<file path="src/rtl/mem_unit_pkg.sv">
// Shared definitions for the memory-access stage: op encodings, constants,
// FSM state type and small op-decoding helpers.
package mem_unit_pkg;

    localparam logic [3:0] MEM_NONE = 4'd0;
    localparam logic [3:0] MEM_LB   = 4'd1;
    localparam logic [3:0] MEM_LH   = 4'd2;
    localparam logic [3:0] MEM_LW   = 4'd3;
    localparam logic [3:0] MEM_LBU  = 4'd4;
    localparam logic [3:0] MEM_LHU  = 4'd5;
    localparam logic [3:0] MEM_SB   = 4'd6;
    localparam logic [3:0] MEM_SH   = 4'd7;
    localparam logic [3:0] MEM_SW   = 4'd8;

    localparam logic [31:0] ZeroWord     = 32'h0000_0000;
    localparam logic [4:0]  NopRegAddr   = 5'd0;
    localparam logic        RstEnable    = 1'b1;
    localparam logic        WriteDisable = 1'b0;

    typedef enum logic [1:0] {
        ST_IDLE,
        ST_ACCESS,
        ST_LAST,
        ST_DONE
    } mem_state_t;

    function automatic logic is_load(input logic [3:0] op);
        return (op == MEM_LB) || (op == MEM_LH) || (op == MEM_LW) ||
               (op == MEM_LBU) || (op == MEM_LHU);
    endfunction

    function automatic logic is_store(input logic [3:0] op);
        return (op == MEM_SB) || (op == MEM_SH) || (op == MEM_SW);
    endfunction

    // Index of the final byte of the transfer (N-1)
    function automatic logic [1:0] last_index(input logic [3:0] op);
        case (op)
            MEM_LH, MEM_LHU, MEM_SH: return 2'd1;
            MEM_LW, MEM_SW:          return 2'd3;
            default:                 return 2'd0;
        endcase
    endfunction

endpackage

</file>
<file path="src/rtl/mem_unit_load_ext.sv">
// Load result extension: picks the loaded width out of the little-endian
// byte buffer and sign- or zero-extends it to 32 bits.
module mem_load_ext
    import mem_unit_pkg::*;
(
    input  logic [3:0]  op,
    input  logic [31:0] data,
    output logic [31:0] result
);

    // Width selection and extension by load op
    always_comb begin
        result = ZeroWord;
        case (op)
            MEM_LB:  result = {{24{data[7]}}, data[7:0]};
            MEM_LBU: result = {24'h000000, data[7:0]};
            MEM_LH:  result = {{16{data[15]}}, data[15:0]};
            MEM_LHU: result = {16'h0000, data[15:0]};
            MEM_LW:  result = data;
            default: result = ZeroWord;
        endcase
    end

endmodule

</file>
<file path="src/rtl/mem_unit.sv">
// RV32I memory-access stage: byte-serial loads/stores over an 8-bit RAM
// port with pipeline stall, plus pass-through of non-memory results.
module mem_unit
    import mem_unit_pkg::*;
#(
    parameter int unsigned ADDR_W = 17
) (
    input  logic              clk,
    input  logic              rst,
    input  logic [4:0]        ex_wd,
    input  logic              ex_wreg,
    input  logic [31:0]       ex_wdata,
    input  logic [3:0]        ex_mem_op,
    input  logic [31:0]       ex_mem_addr,
    input  logic [31:0]       ex_store_data,
    input  logic              ram_gnt,
    input  logic [7:0]        ram_dout,
    output logic [ADDR_W-1:0] ram_addr,
    output logic              ram_wr,
    output logic [7:0]        ram_din,
    output logic              ram_req,
    output logic [4:0]        mem_wd,
    output logic              mem_wreg,
    output logic [31:0]       mem_wdata,
    output logic              stall_req
);

    mem_state_t        state, state_nxt;
    logic [1:0]        idx;
    logic [1:0]        pend_idx;
    logic              pending;
    logic [31:0]       byte_buf;
    logic [31:0]       load_result;

    logic              op_load, op_store, op_mem;
    logic              issue_phase, issue, last_issue;
    logic [ADDR_W-1:0] cur_addr;
    logic [7:0]        cur_store_byte;
    logic              unused_addr_hi;

    assign op_load        = is_load(ex_mem_op);
    assign op_store       = is_store(ex_mem_op);
    assign op_mem         = op_load | op_store;
    assign issue_phase    = ((state == ST_IDLE) && op_mem) || (state == ST_ACCESS);
    assign issue          = issue_phase && ram_gnt;
    assign last_issue     = issue && (idx == last_index(ex_mem_op));
    assign cur_addr       = ex_mem_addr[ADDR_W-1:0] + ADDR_W'(idx);
    assign cur_store_byte = ex_store_data[{idx, 3'b000} +: 8];
    assign unused_addr_hi = ^ex_mem_addr[31:ADDR_W];

    mem_load_ext u_load_ext (
        .op     (ex_mem_op),
        .data   (byte_buf),
        .result (load_result)
    );

    // State, byte index, pending-capture flag and load buffer
    always_ff @(posedge clk) begin
        if (rst == RstEnable) begin
            state    <= ST_IDLE;
            idx      <= 2'd0;
            pend_idx <= 2'd0;
            pending  <= 1'b0;
            byte_buf <= ZeroWord;
        end else begin
            state   <= state_nxt;
            pending <= issue && op_load;
            if (issue) begin
                pend_idx <= idx;
                idx      <= last_issue ? 2'd0 : idx + 2'd1;
            end
            if (pending) begin
                byte_buf[{pend_idx, 3'b000} +: 8] <= ram_dout;
            end
        end
    end

    // Next-state and all outputs; everything forced to 0 while in reset
    always_comb begin
        state_nxt = state;
        ram_addr  = '0;
        ram_wr    = 1'b0;
        ram_din   = 8'h00;
        ram_req   = 1'b0;
        mem_wd    = NopRegAddr;
        mem_wreg  = WriteDisable;
        mem_wdata = ZeroWord;
        stall_req = 1'b0;
        if (rst != RstEnable) begin
            case (state)
                ST_IDLE, ST_ACCESS: begin
                    if (state == ST_IDLE && !op_mem) begin
                        mem_wd    = ex_wd;
                        mem_wreg  = ex_wreg;
                        mem_wdata = ex_wdata;
                    end else begin
                        ram_req   = 1'b1;
                        stall_req = 1'b1;
                        ram_addr  = cur_addr;
                        mem_wd    = ex_wd;
                        if (op_store && ram_gnt) begin
                            ram_wr  = 1'b1;
                            ram_din = cur_store_byte;
                        end
                        if (last_issue) begin
                            state_nxt = op_load ? ST_LAST : ST_DONE;
                        end else begin
                            state_nxt = ST_ACCESS;
                        end
                    end
                end
                ST_LAST: begin
                    stall_req = 1'b1;
                    mem_wd    = ex_wd;
                    state_nxt = ST_DONE;
                end
                ST_DONE: begin
                    mem_wd    = ex_wd;
                    mem_wreg  = op_load ? ex_wreg : WriteDisable;
                    mem_wdata = op_load ? load_result : ZeroWord;
                    state_nxt = ST_IDLE;
                end
                default: state_nxt = ST_IDLE;
            endcase
        end
    end

endmodule

</file>
<file path="config.mk">
export PLATFORM = sky130hd
export DESIGN_NAME = mem_unit
export DESIGN_NICKNAME = d
export VERILOG_FILES = /design/src/rtl/mem_unit_pkg.sv /design/src/rtl/mem_unit_load_ext.sv /design/src/rtl/mem_unit.sv
export SDC_FILE = /design/constraint.sdc
export NUM_CORES = 1
export LEC_CHECK = 0
export ABC_AREA = 0
export CAP_MARGIN = 40
export CORE_MARGIN = 2
export CORE_UTILIZATION = 40
export CTS_CLUSTER_SIZE = 14
export DETAILED_ROUTE_END_ITERATION = 8
export PLACE_DENSITY = 0.81
export SETUP_SLACK_MARGIN = 0.05
export SYNTH_ARGS = -nofsm -noshare
export SYNTH_HDL_FRONTEND = slang
export SYNTH_HIERARCHICAL = 1
export SYNTH_SLANG_ARGS = --single-unit
</file>
<file path="constraint.sdc">
create_clock -name clk -period 3.1 [get_ports clk]
set_input_delay 0.775 -clock clk [delete_from_list [all_inputs] [get_ports clk]]
set_output_delay 0.775 -clock clk [all_outputs]
set_load 0.05 [all_outputs]
</file>
==> results of run 1 <==
## worst max-delay path: cells and delay by family
| kind | cells | cell delay, ns |
|---|---|---|
| simple gates | 2 | 0.43 |
| buf+inv | 3 | 0.29 |
| fa+ha+maj | 2 | 0.49 |
| compound gates | 2 | 0.60 |
## registers in the layout (all words and copies together), names as in the netlist
signal / count
state: 2
byte_buf: 32
pend_idx: 2
pending: 1
idx: 2
## how the worst max path moves through the flow
stage / start / slack, ns / depth (start not counted) / endpoint
2_1_floorplan: ex_mem_op[0] / -0.21 / 4 / ram_din[0]
3_3_place_gp: ex_mem_addr[0] / -0.57 / 9 / ram_addr[16]
3_5_place_dp: ex_mem_addr[0] / -0.64 / 9 / ram_addr[16]
4_1_cts: ex_mem_op[0] / -0.20 / 10 / mem_wdata[16]
5_1_grt: ex_mem_addr[0] / -0.25 / 9 / ram_addr[16]
6_report: ex_mem_addr[0] / -0.27 / 9 / ram_addr[16]
## stage by stage
stage                     hold slack [ns]  instance area, sq um  total power [mW]  util (%)  setup TNS (ns)
final                               0.529                  7080              2.11      85.3           -6.20
after global routing                0.555                  7080              2.16      85.3           -7.67
after CTS                           0.519                  6870              2.02      82.8           -6.81
after detailed placement            0.499                  6270              1.44      75.6          -25.35
after global placement              0.485                  6270              1.42      75.6          -24.16
after floorplan                     0.468                  3780              1.04         -           -4.69
## where the power goes
part | internal (mW) | leakage [nW] | switching (mW) | total (mW)
logic | 0.558 | 2.32 | 0.567 | 1.12
clock network | 0.261 | 0.0612 | 0.200 | 0.461
registers | 0.510 | 0.315 | 0.0150 | 0.525
total | 1.33 | 2.70 | 0.782 | 2.11
## layer usage
| layer | up-vias | GRT usage (%) |
|---|---|---|
| li1 | 1874 | - |
| met1 | 2111 | 37.6 |
| met2 | 313 | 53.0 |
| met3 | 85 | 6.07 |
| met4 | 0 | 12.2 |
| met5 | - | 0 |
## area by class of cell
| class | count | area [sq um] |
|---|---|---|
| sequential | 39 | 781 |
| timing repair buffer | 237 | 3040 |
| fill | 413 | 1220 |
| clock buffer | 6 | 82.6 |
| inverter | 11 | 43.8 |
| clock inverter | 2 | 35.0 |
| multi-input combinational | 313 | 2970 |
| tap | 105 | 131 |
## kinds of logic after synthesis
| kind of cell | synth area share, % |
|---|---|
| and+or+nand+nor | 27.4 |
| DFF | 22.6 |
| buffers and inverters | 7.75 |
| xor gates and xnor gates | 3.29 |
| adders and majority gates | 3.11 |
| muxes | 5.21 |
| AOI/OAI and AO/OA | 30.6 |
## cells in the final DEF (no fill, tap or decap), drive strengths merged, types with 5 or more instances in the layout
| cell type | netlist | layout |
|---|---|---|
| a21o | 27 | 27 |
| a21oi | 8 | 8 |
| a22oi | 64 | 64 |
| and2 | 9 | 9 |
| buf | 13 | 140 |
| clkbuf | 12 | 8 |
| clkdlybuf4s50 | 0 | 89 |
| dfxtp | 39 | 39 |
| ha | 7 | 7 |
| inv | 11 | 11 |
| mux4 | 8 | 8 |
| nand2 | 11 | 11 |
| nand3 | 8 | 8 |
| nor2 | 83 | 83 |
| nor2b | 15 | 15 |
| nor4b | 5 | 5 |
| xnor2 | 7 | 7 |
| xor2 | 6 | 6 |
## Yosys cell counts (all sizes together), types with 3 or more instances
cell type	n
mux4	8
nor2b	15
a21o	27
buf	13
dfxtp	39
nand4	4
nand3b	4
nor2	83
a22oi	64
and2	9
inv	11
o21ai	4
nand2	11
ha	7
nor3	4
clkbuf	12
nor4	3
a21oi	8
nor4b	5
xor2	6
nand3	8
or3	4
xnor2	7
## what timing repair did
item / in CTS / in global routing
buffers inserted: 9 / 5
cloned: 7 / 2
pin swaps: 49 / 32
gates resized for setup: 79 / 48
endpoints found under the setup margin: 61 / 61
==> flow_summary.toml, run 1 <==
[clocking]
cts_root_buf = "clkbuf_8"
cts-htree-levels = 2
clkTransAtPathRegs_ns = 0.08
post_cts_hold_buffer_count = 0
numClockSinks = 39
clock_tree_from_tritoncts = "yes"
max-clock-path-buffers = 2
clk_latency_ns = 0.31
cts_inserted_buffers = 5

[sta]
final-max-slew-violation-count = 0
rsz0062_at_grt = "yes"
timing_hold_violations_final = 0
fin_worst_skew_ns = 0.0170
min_period_over_period_pct = 109
setup-violations-final = 57
worst_pin_slew_ns = 1.02
timing.slew.headroom_pct = 32.1
clock.fmax_mhz = 297
final.min_clock_period_ns = 3.37
fin_ws_ns = -0.269

[placement]
finalWeightedCongestion = 0.816
hpwlAfterDp_microns = 9340
port-buffer-count = 167
place_worst_setup_slack_ns = -0.640
placed_cells = 685

[critical_path]
cp-end-kind = "primary output"
crit_slowest_cell = "o21ai_0"
cp_max_fo = 2
timing.critical_path.cells = "buf_6, ha_4, inv_2, fa_2, and4b_2, nand3_2, o21ai_0, a21oi_4, buf_12"
startpoint_type = "input port"
regToRegSetupSlack_ns = 0.61
r2r_end = "byte_buf[15]"
crit_arrival_ns = 2.59
worst-r2r-cell-count = 5
critical_path_required_ns = 2.32
rr_startpoint = "pend_idx[0]"
worst-setup-path-type = "input port to primary output"
worst_path_largest_cell_delay_ns = 0.46

[global_route]
grt_antenna_before_repair = 0
grt_max_degree = 42
grt_first_pass_wirelength_microns = 23500
grt_usage_pct = 30.8
grt_pass1_vias = 4446
grt_overflow = 0

[power_and_ir_drop]
p_leak_nw = 2.70
vdd_ir_drop_max_mv = 0.259
power.density_cell_area_nw_per_um2 = 298

[synth]
asyncSetResetFlopFracSynth_pct = 0
syn-num-nets = 513
synth_cells = 388
yosys.area.top_type = "dfxtp_1"
synth_seq_cells = 39
leading_cell_types_by_total_area_after_synthesis = "dfxtp_1, a22oi_2, a22oi_1"
yosys_most_used_dff = "dfxtp_1"
synth_cell_type_count = 63
synth_edf_count = 0
synthesis.area_sq_um = 3460
synth_top_area_share_pct = 22.6
yosys_warnings = 6
postSynthAreaPerCell_sq_um = 8.91
synth_sequential_area_ratio_pct = 22.6

[worst_hold_path]
hold_path_class = "flop to flop"
min_path_cells = 2
worstHoldEndpoint = "byte_buf[28]"
startpoint_of_the_lowest_slack_hold_path = "byte_buf[28]"

[cells_and_area]
finalNetCount = 732
final_cells = 713
antenna-diode-count = 0
area_growth_pct = 105
layout-drive-gt1-share_pct = 48.2

[detailed_routing]
final_antenna_net_count = 0
dr_total_vias = 4383
wire_per_inst_microns = 23.4
drt_iter0_markers = 375
drcViolationCount = 0
met2WireLength_microns = 8320
wl_met1_microns = 6220
drt-vias-per-instance = 6.15
detail_route.first_pass.iterations = 7
dr.max_layer_used = "met4"
wl_microns = 16700
met3WireLength_microns = 1220

[status]
violations = "negative setup slack"
outcome = "finished with violations"

[floorplan]
fp.dieArea_sq_um = 9400
core_region_area_sq_um = 8300
die_h_microns = 97.0
io_pins = 183
initial_core_util_pct = 41.7
row_count = 33
die_width_microns = 97.0

[run]
maxCapViolations = 0
Note: power is estimated with default switching activity, not from simulation.
==> inputs of run 2 (changes only) <==
Settings changed: CTS_CLUSTER_SIZE 14 to 30.
==> results of run 2 <==
No change in the layout: final DEF, timing and power equal those of run 1.
